**src/rtl/pwm_multi.sv**
```systemverilog
// ---------------------------------------------------------------------------
// pwm_multi -- bank of NUM_CH independent PWM generators behind a small
// register interface.
//
// Each channel has four registers, addressed as {channel, reg}:
//   reg 0 CTRL   : bit0 EN, bit1 POL (1 = active-low), bit2 IRQ_CLR (write-only)
//   reg 1 PERIOD : counter period in ticks (0 = channel parked at inactive level)
//   reg 2 DUTY   : number of ticks per period the output is active
//   reg 3 PRESC  : prescaler terminal value, one tick every PRESC+1 clocks
// PERIOD/DUTY/PRESC writes land in pending shadow registers.  The active copies
// reload only at a period wrap or while the channel is disabled, so a running
// waveform never changes shape mid-period.
//
// Ports:
//   clk_i          rising-edge clock for all logic
//   rst_i          synchronous active-high reset
//   reg_we_i       register write strobe (one write per asserted cycle)
//   reg_addr_i     {channel index, register index}; channels >= NUM_CH ignored
//   reg_wdata_i    write data, only the low bits each register needs are used
//   pwm_o          registered PWM outputs, one per channel
//   period_done_o  one-cycle pulse per channel in its wrap cycle
//   irq_o          (only with PWM_MULTI_IRQ_EN) sticky per-channel wrap flag
//
// Optional feature: define PWM_MULTI_IRQ_EN to add irq_o.  Without it CTRL
// bit2 has no effect.
// ---------------------------------------------------------------------------
module pwm_multi #(
  parameter int NUM_CH  = 4,
  parameter int CNT_W   = 16,
  parameter int PRESC_W = 8
) (
  input  logic                        clk_i,
  input  logic                        rst_i,
  input  logic                        reg_we_i,
  input  logic [$clog2(NUM_CH)+1:0]   reg_addr_i,
  input  logic [31:0]                 reg_wdata_i,
  output logic [NUM_CH-1:0]           pwm_o,
  output logic [NUM_CH-1:0]           period_done_o
`ifdef PWM_MULTI_IRQ_EN
  ,
  output logic [NUM_CH-1:0]           irq_o
`endif
);

  localparam int ADDR_W = $clog2(NUM_CH) + 2;

  localparam logic [1:0] REG_CTRL   = 2'd0;
  localparam logic [1:0] REG_PERIOD = 2'd1;
  localparam logic [1:0] REG_DUTY   = 2'd2;
  localparam logic [1:0] REG_PRESC  = 2'd3;

  localparam logic [CNT_W-1:0]   CNT_ONE   = CNT_W'(1);
  localparam logic [PRESC_W-1:0] PRESC_ONE = PRESC_W'(1);

  logic [ADDR_W-1:0] wr_ch;
  logic [1:0]        wr_reg;
  logic              unused_wdata;

  // Channel index may exceed NUM_CH-1 when NUM_CH is not a power of two;
  // such an index simply matches no channel below, so the write is dropped.
  assign wr_ch        = reg_addr_i >> 2;
  assign wr_reg       = reg_addr_i[1:0];
  assign unused_wdata = ^reg_wdata_i;

  for (genvar g = 0; g < NUM_CH; g++) begin : g_ch
    logic               sel;
    logic               en;
    logic               pol;
    logic [CNT_W-1:0]   pend_period;
    logic [CNT_W-1:0]   pend_duty;
    logic [PRESC_W-1:0] pend_presc;
    logic [CNT_W-1:0]   act_period;
    logic [CNT_W-1:0]   act_duty;
    logic [PRESC_W-1:0] act_presc;
    logic [CNT_W-1:0]   cnt;
    logic [PRESC_W-1:0] presc_cnt;
    logic               tick;
    logic               wrap;
    logic               raw;
    logic               pwm_q;

    assign sel = reg_we_i && (wr_ch == ADDR_W'(g));

    // Comparisons use >= so a counter left beyond a terminal value can never
    // run away; in normal operation they behave as equality.
    assign tick = en && (presc_cnt >= act_presc);
    assign wrap = tick && (act_period != '0) && (cnt >= act_period - CNT_ONE);
    assign raw  = en && (act_period != '0) && (cnt < act_duty);

    // Register file: control bits and pending shadows.
    always_ff @(posedge clk_i) begin
      if (rst_i) begin
        en          <= 1'b0;
        pol         <= 1'b0;
        pend_period <= '0;
        pend_duty   <= '0;
        pend_presc  <= '0;
      end else if (sel) begin
        case (wr_reg)
          REG_CTRL: begin
            en  <= reg_wdata_i[0];
            pol <= reg_wdata_i[1];
          end
          REG_PERIOD: pend_period <= reg_wdata_i[CNT_W-1:0];
          REG_DUTY:   pend_duty   <= reg_wdata_i[CNT_W-1:0];
          REG_PRESC:  pend_presc  <= reg_wdata_i[PRESC_W-1:0];
          default: ;
        endcase
      end
    end

    // Active copies follow the pending shadows while disabled, so enabling
    // starts with fresh values.  At a wrap they take the pending value as it
    // stood before this cycle's write, which defers a wrap-cycle write by
    // one full period.
    always_ff @(posedge clk_i) begin
      if (rst_i) begin
        act_period <= '0;
        act_duty   <= '0;
        act_presc  <= '0;
      end else if (!en || wrap) begin
        act_period <= pend_period;
        act_duty   <= pend_duty;
        act_presc  <= pend_presc;
      end
    end

    // Prescaler and period counter, parked at zero while disabled or while
    // the period is zero.
    always_ff @(posedge clk_i) begin
      if (rst_i) begin
        cnt       <= '0;
        presc_cnt <= '0;
      end else if (!en || (act_period == '0)) begin
        cnt       <= '0;
        presc_cnt <= '0;
      end else if (tick) begin
        presc_cnt <= '0;
        cnt       <= wrap ? '0 : cnt + CNT_ONE;
      end else begin
        presc_cnt <= presc_cnt + PRESC_ONE;
      end
    end

    // Output register; when disabled raw is 0 so the pin sits at POL.
    always_ff @(posedge clk_i) begin
      if (rst_i) begin
        pwm_q <= 1'b0;
      end else begin
        pwm_q <= raw ^ pol;
      end
    end

    assign pwm_o[g]         = pwm_q;
    assign period_done_o[g] = wrap;

`ifdef PWM_MULTI_IRQ_EN
    logic irq_q;
    logic irq_clr;

    assign irq_clr = sel && (wr_reg == REG_CTRL) && reg_wdata_i[2];

    // A wrap in the same cycle as a clear keeps the flag set so no event is lost.
    always_ff @(posedge clk_i) begin
      if (rst_i) begin
        irq_q <= 1'b0;
      end else if (wrap) begin
        irq_q <= 1'b1;
      end else if (irq_clr) begin
        irq_q <= 1'b0;
      end
    end

    assign irq_o[g] = irq_q;
`endif
  end

endmodule
```
**config.mk**
```make
export PLATFORM = sky130hd
export DESIGN_NAME = pwm_multi
export DESIGN_NICKNAME = d
export VERILOG_FILES = /design/src/rtl/pwm_multi.sv
export SDC_FILE = /design/constraint.sdc
export NUM_CORES = 1
export LEC_CHECK = 0
export BUFFER_PORTS_ARGS = -buffer_cell sky130_fd_sc_hd__buf_4
export CORE_MARGIN = 2
export CORE_UTILIZATION = 55
export DETAILED_ROUTE_END_ITERATION = 8
export GPL_TIMING_DRIVEN = 0
export PLACE_DENSITY = 0.77
export SLEW_MARGIN = 5
export SYNTH_ARGS = -nofsm -noshare
export SYNTH_HDL_FRONTEND = slang
export SYNTH_SLANG_ARGS = --single-unit
```
**constraint.sdc**
```tcl
create_clock -name clk_i -period 5.85 [get_ports clk_i]
set_input_delay 1.17 -clock clk_i [delete_from_list [all_inputs] [get_ports clk_i]]
set_output_delay 1.17 -clock clk_i [all_outputs]
set_load 0.01 [all_outputs]
```
==> out/qor.txt, run 1 <==
Result of the run: finished clean
DRC Markers: 0
Count of distinct cell types in the synthesized netlist: 69
Final setup violation count: 0
Fin Clk Skew: 18.8 ps
Path type of the worst setup path: register to output port
Worst-case vdd ir drop: 269 µV
Post-CTS setup repair buffer count: 0
Syn nets: 2634
Most common library cell in the layout ignoring fill and taps: sky130_fd_sc_hd__dfxtp_1
Number of antenna violations at the first check in global routing: 7
Total Wirelength: 51.8 mm
Number of endpoints with negative hold slack in the final report: 0
Max-slew headroom: 0.193
Area of the multi-input gates: 11100 µm²
Initial cell density of the core: 0.560
Number of nets at the end of the flow: 2699
Setup repair after global routing missed its margin: no
Primary FF master, synth: sky130_fd_sc_hd__dfxtp_1
Post-route clock period utilization: 0.928
Highest Clock Rate: 184 MHz
Count of flip-flops with a built-in enable after synthesis: 0
Grt total ovfl: 0
CP Capture Type: output port
Cell count after synthesis: 2427
Number of detailed-route iterations in the first pass: 5
Total clock buffers created by CTS: 44
Seq cells post-synth: 428
Estimated wirelength of the detail-placed design: 37.4 mm
Clock input transition at the sequential cells of the worst setup and hold paths: 60 ps
Measured slew at the worst slew-check pin: 1210 ps
Async S/R FF share, synth: 0
Core Rows: 70
# fillers: 3094
Worst setup slack after layout: 419 ps
Kind of path behind the tightest hold check: register to register
Vias in the first global route: 16800
Cell area after layout: 22800 µm²
First DRT Iteration DRCs: 1296
Power density cells: 268 nW/µm²
Worst EP arrival: 4260 ps
All-layer global routing usage: 0.268
Placer Congestion: 0.904
Clock tree from TritonCTS: built
Number of warnings issued by yosys: 0
Syn avg cell area: 8.49 µm²
Number of cells after detailed placement: 2914
Detailed-route vias per instance: 5.68
Wire per inst: 17.3 µm
Sequential Area: 8570 µm²
Wire length of the first global-routing pass: 84.5 mm
Layout cells sized above 1: 0.0566
Number of primary I/O pins: 47
Clock root buffer: sky130_fd_sc_hd__clkbuf_16
Max-cap violation count: 0
Sum of negative setup slack: 0 ps
Area added between synthesis and finish: 10.7%
Count of hold-fix buffers inserted at cts: 0
PortBufs: 19
Via count: 17000
Post-placement cell area: 21300 µm²
CP Data Required Time: 4680 ps
Total standard cell area after synthesis: 20600 µm²
Highest net fanout along the worst path: 4
Number of nets with antenna violations after routing: 0
Setup slack at placement: 893 ps
Cell leakage power: 9.20 nW
Longest Clk Path Bufs: 3
H-tree levels: 2
Minimum period implied by the final worst setup slack: 5430 ps
Clock tree sinks: 428
Die Span X: 198 µm
Core box area: 36800 µm²
Height of the chip: 198 µm
Commonest cells after routing, fill and taps aside: 428 x sky130_fd_sc_hd__dfxtp_1, 418 x sky130_fd_sc_hd__nand2_1, 289 x sky130_fd_sc_hd__nor2_1
Startpoint type of the worst setup path: register
Die area: 39000 µm²
Final instance count without filler cells: 2995
Sequential area share after synthesis: 0.416
Worst skew pair latency: 570 ps
Number of slew-limit violations in the final report: 0
Maximum number of pins on one net before global-route repair: 15
## cells in the mapped netlist (7+ instances only)
library cell                number  area (µm²)
sky130_fd_sc_hd__nor4_1         16         100
sky130_fd_sc_hd__a211oi_1        9        67.6
sky130_fd_sc_hd__nand4_1        35         219
sky130_fd_sc_hd__o21a_1          9        67.6
sky130_fd_sc_hd__nand3_1        59         295
sky130_fd_sc_hd__a21o_1         17         128
sky130_fd_sc_hd__nor3_1         39         195
sky130_fd_sc_hd__xor2_1         59         517
sky130_fd_sc_hd__buf_4          17         128
sky130_fd_sc_hd__nand2b_1       19         119
sky130_fd_sc_hd__nor2_1        289        1080
sky130_fd_sc_hd__nor2b_1        17         106
sky130_fd_sc_hd__nand2_1       418        1570
sky130_fd_sc_hd__xnor2_1        68         596
sky130_fd_sc_hd__inv_1         118         443
sky130_fd_sc_hd__mux2i_1       152        1520
sky130_fd_sc_hd__or3_1          10        62.6
sky130_fd_sc_hd__clkbuf_2        7        35.0
sky130_fd_sc_hd__clkbuf_1       76         285
sky130_fd_sc_hd__a21oi_1       221        1110
sky130_fd_sc_hd__and3_1         22         138
sky130_fd_sc_hd__a2111oi_0       8        70.1
sky130_fd_sc_hd__dfxtp_1       428        8570
sky130_fd_sc_hd__ha_1          168        2100
sky130_fd_sc_hd__and4_1          8        70.1
sky130_fd_sc_hd__o21ai_0        29         145
sky130_fd_sc_hd__and2_1          8        50.1
sky130_fd_sc_hd__buf_2           7        35.0
## worst max-delay path, cell delays in order, from the launching register on
cell	delay (ps)
sky130_fd_sc_hd__dfxtp_1	320
sky130_fd_sc_hd__nor3_1	340
sky130_fd_sc_hd__nand2b_1	100
sky130_fd_sc_hd__or3_1	370
sky130_fd_sc_hd__or3b_2	520
sky130_fd_sc_hd__nor3_1	230
sky130_fd_sc_hd__xnor2_1	150
sky130_fd_sc_hd__ha_1	270
sky130_fd_sc_hd__a21oi_1	150
sky130_fd_sc_hd__o21ai_0	100
sky130_fd_sc_hd__a211oi_1	560
sky130_fd_sc_hd__nand2b_1	220
sky130_fd_sc_hd__nor2_1	70
sky130_fd_sc_hd__buf_4	160
sky130_fd_sc_hd__buf_4	130
## final timing paths
path	from	to	slack [ps]	cells after the start
max	g_ch[2].act_period[0]	period_done_o[2]	420	14
min reg2reg	g_ch[2].act_presc[2]	g_ch[2].act_presc[2]	450	2
max reg2reg	g_ch[1].act_period[2]	g_ch[1].act_presc[7]	1500	15
min	g_ch[2].act_presc[2]	g_ch[2].act_presc[2]	450	2
## cell families (layout without fill, tap and decap cells)
family	after synthesis	count (layout)	share of synthesized area
fa+ha+maj	168	168	0.102
compound gates	342	342	0.0963
other cells	0	2	0
flops	428	428	0.416
xor+xnor	127	127	0.0540
simple gates	974	974	0.209
buf+inv	234	332	0.0484
mux	154	154	0.0749
## where the power goes
part / total [W] / internal, W / switching [W] / leakage, nW
sequential: 0.00295 / 0.00294 / 0.0000169 / 3.45
clock: 0.00289 / 0.00170 / 0.00119 / 0.719
combinational: 0.000270 / 0.0000854 / 0.000184 / 5.03
total: 0.00611 / 0.00473 / 0.00139 / 9.20
## state kept, by name (all words and copies together) (netlist names)
register and cells:
g_ch.pend_period 64, g_ch.pwm_q 4, g_ch.act_presc 32, g_ch.presc_cnt 32, g_ch.pend_presc 32, g_ch.act_duty 64, g_ch.cnt 64, g_ch.en 4
g_ch.pend_duty 64, g_ch.pol 4, g_ch.act_period 64
## metrics by stage
step / util / total power, W / hold WS [ps]
2_1_floorplan: - / 0.00319 / 426
4_1_cts: 0.620 / 0.00614 / 452
3_5_place_dp: 0.580 / 0.00328 / 444
3_3_place_gp: 0.580 / 0.00327 / 438
5_1_grt: 0.620 / 0.00627 / 473
6_report: 0.620 / 0.00611 / 448
## area by class of cell
class	instances	area share
Multi-Input combinational cell	1765	0.484
Sequential cell	428	0.375
Clock buffer	60	0.0540
Tap cell	468	0.0257
Buffer	116	0.0243
Inverter	118	0.0194
Clock inverter	19	0.0106
Timing Repair Buffer	19	0.00625
Antenna cell	2	0.000219
## metal layers
metal | vias to the layer above | track usage | part of all wire
met4 | 8 | 0.111 | 0.035
li1 | 8326 | - | -
met2 | 535 | 0.451 | 0.47
met3 | 145 | 0.0517 | 0.069
met1 | 7991 | 0.337 | 0.43
met5 | - | 0 | 0.0014
## what timing repair did
action / in CTS / in global routing
endpoints found under the hold margin: 0 / 0
setup endpoints to repair: 0 / 1
resized for setup: 0 / 1
No activity file was read; power rests on OpenSTA's default activity.
==> run 2: changes to the inputs <==
--- a/config.mk
+++ b/config.mk
@@ -10,6 +10,7 @@
 export CORE_UTILIZATION = 55
 export DETAILED_ROUTE_END_ITERATION = 8
 export GPL_TIMING_DRIVEN = 0
+export MAX_ROUTING_LAYER = met4
 export PLACE_DENSITY = 0.77
 export SLEW_MARGIN = 5
 export SYNTH_ARGS = -nofsm -noshare
==> out/qor.txt, run 2 (synthesized netlist as in run 1, its figures left out) <==
Detailed-route vias per instance: 5.69 (+0.21%)
Die Span X: 198 µm (unchanged)
Cell leakage power: 9.20 nW (about the same)
Core box area: 36800 µm² (unchanged)
Power density cells: 268 nW/µm² (about the same)
Combinational cell fraction of total power: 0.044 (about the same)
Wire per inst: 17.2 µm (-0.42%)
Clock root buffer: sky130_fd_sc_hd__clkbuf_16
Highest net fanout along the worst path: 4 (unchanged)
Worst-case vdd ir drop: 268 µV (-0.43%)
Number of cells after detailed placement: 2914 (unchanged)
Path type of the worst setup path: register to output port
CP Data Required Time: 4680 ps (about the same)
Area added between synthesis and finish: 10.8% (about the same)
Commonest cells after routing, fill and taps aside: 428 x sky130_fd_sc_hd__dfxtp_1, 418 x sky130_fd_sc_hd__nand2_1, 289 x sky130_fd_sc_hd__nor2_1
Maximum number of pins on one net before global-route repair: 15 (unchanged)
Die area: 39000 µm² (unchanged)
Fin Clk Skew: 18.6 ps (-0.172 ps)
Via count: 17100 (+0.35%)
Estimated wirelength of the detail-placed design: 37.4 mm (unchanged)
Placer Congestion: 0.919 (+1.7%)
Clock power share: 0.473 (about the same)
PortBufs: 19 (unchanged)
Worst setup slack after layout: 409 ps (-10.8 ps)
Clock tree sinks: 428 (unchanged)
Grt total ovfl: 0 (unchanged)
Worst EP arrival: 4270 ps (about the same)
First DRT Iteration DRCs: 1245 (-3.9%)
Share of total power in sequential cells: 0.483 (about the same)
Cell-internal power: 0.00472 W (about the same)
Number of primary I/O pins: 47 (unchanged)
Number of nets at the end of the flow: 2699 (unchanged)
Post-route clock period utilization: 0.930 (+0.00185)
All-layer global routing usage: 0.276 (+0.00810)
Worst skew pair latency: 570 ps (about the same)
Number of slew-limit violations in the final report: 0 (unchanged)
H-tree levels: 2 (unchanged)
DRC Markers: 0 (unchanged)
Longest Clk Path Bufs: 3 (unchanged)
Result of the run: finished clean
Most common library cell in the layout ignoring fill and taps: sky130_fd_sc_hd__dfxtp_1
Measured slew at the worst slew-check pin: 1220 ps (+8.87 ps)
Highest Clock Rate: 184 MHz (-0.20%)
Wire length of the first global-routing pass: 84.5 mm (about the same)
Final instance count without filler cells: 2999 (+0.13%)
Number of detailed-route iterations in the first pass: 6 (+1)
Max-cap violation count: 0 (unchanged)
Sum of negative setup slack: 0 ps (unchanged)
Clock tree from TritonCTS: built
Net switching fraction of the power: 0.227 (about the same)
Initial cell density of the core: 0.560 (unchanged)
Endpoint of the worst setup timing path: period_done_o[2]
End of the worst register-to-register path: g_ch[1].act_presc[7]
Max-slew headroom: 0.187 (-0.00592)
Clock input transition at the sequential cells of the worst setup and hold paths: 60 ps (about the same)
Worst-case reg-to-reg path depth: 15 (unchanged)
Layout cells sized above 1: 0.0566 (unchanged)
Total design power: 0.00611 W (about the same)
CP Capture Type: output port
Final setup violation count: 0 (unchanged)
Number of nets with antenna violations after routing: 0 (unchanged)
Height of the chip: 198 µm (unchanged)
Final design utilization: 0.621 (about the same)
Total Wirelength: 51.6 mm (-0.29%)
Setup repair after global routing missed its margin: no
Post-CTS setup repair buffer count: 0 (unchanged)
Setup slack at placement: 893 ps (unchanged)
Total clock buffers created by CTS: 44 (unchanged)
Core Rows: 70 (unchanged)
Reg2Reg Launch Point: g_ch[1].act_period[2]
Vias in the first global route: 16700 (-0.29%)
Reported net switching power: 0.00139 W (about the same)
Kind of path behind the tightest hold check: register to register
Reg-to-reg setup timing slack: 1480 ps (-20 ps)
Startpoint type of the worst setup path: register
Number of endpoints with negative hold slack in the final report: 0 (unchanged)
CP startpoint: g_ch[2].act_period[0]
Number of antenna violations at the first check in global routing: 7 (unchanged)
Minimum period implied by the final worst setup slack: 5440 ps (+10.8 ps)
## run 2: how the worst min path moves through the flow
stage                      startpoint                endpoint  slack [ps]  cells past startpoint
2_1_floorplan    g_ch[1].presc_cnt[0]    g_ch[1].presc_cnt[0]         430                      1
3_3_place_gp     g_ch[1].presc_cnt[0]    g_ch[1].presc_cnt[0]         440                      1
3_5_place_dp     g_ch[1].presc_cnt[0]    g_ch[1].presc_cnt[0]         440                      1
4_1_cts          g_ch[2].act_presc[2]    g_ch[2].act_presc[2]         450                      2
5_1_grt        g_ch[0].pend_period[3]  g_ch[0].pend_period[3]         470                      2
6_report         g_ch[2].act_presc[2]    g_ch[2].act_presc[2]         450                      2
## run 2: what timing repair did
| action | 4_1_cts | 5_1_grt |
|---|---|---|
| gates resized for setup | 0 | 1 |
| hold buffers | 0 | 0 |
| setup endpoints to repair | 0 | 1 |
## run 2: per-stage QoR
step | hold WS (ps) | cell area [µm²]
global route | 473 | 22800
detailed placement | 444 | 21300
CTS | 452 | 22800
global placement | 438 | 21300
floorplan | 426 | 20600
finish | 448 | 22800
## run 2: critical path: stages, from the launching register on
cell and delay, ps:
sky130_fd_sc_hd__dfxtp_1 320, sky130_fd_sc_hd__nor3_1 340, sky130_fd_sc_hd__nand2b_1 100, sky130_fd_sc_hd__or3_1 380, sky130_fd_sc_hd__or3b_2 520, sky130_fd_sc_hd__nor3_1 230
sky130_fd_sc_hd__xnor2_1 150, sky130_fd_sc_hd__ha_1 270, sky130_fd_sc_hd__a21oi_1 150, sky130_fd_sc_hd__o21ai_0 100, sky130_fd_sc_hd__a211oi_1 560, sky130_fd_sc_hd__nand2b_1 220
sky130_fd_sc_hd__nor2_1 80, sky130_fd_sc_hd__buf_4 160, sky130_fd_sc_hd__buf_4 130
## run 2: metal layers
layer / vias to the layer above / part of all wire / global-route usage
li1: 8328 / - / -
met1: 8051 / 0.43 / 0.340
met2: 552 / 0.47 / 0.452
met3: 133 / 0.068 / 0.0480
met4: 0 / 0.033 / 0.108
met5: - / 0 / -
## run 2: layout make-up
cell class,instances,area (µm²)
fill,3093,14000
multi-input combinational,1765,11100
sequential,428,8570
clock buffer,60,1230
tap,468,586
buffer,116,554
inverter,118,443
clock inverter,19,243
timing repair buffer,19,143
antenna,6,15.0
## run 2: power groups by stage
stage | combinational, W | clock, W | sequential [W]
final | 0.000270 | 0.00289 | 0.00295
after global placement | 0.000254 | 0 | 0.00302
after floorplan | 0.000178 | 0 | 0.00301
after CTS | 0.000266 | 0.00292 | 0.00295
after global routing | 0.000293 | 0.00303 | 0.00295
after detailed placement | 0.000264 | 0 | 0.00302
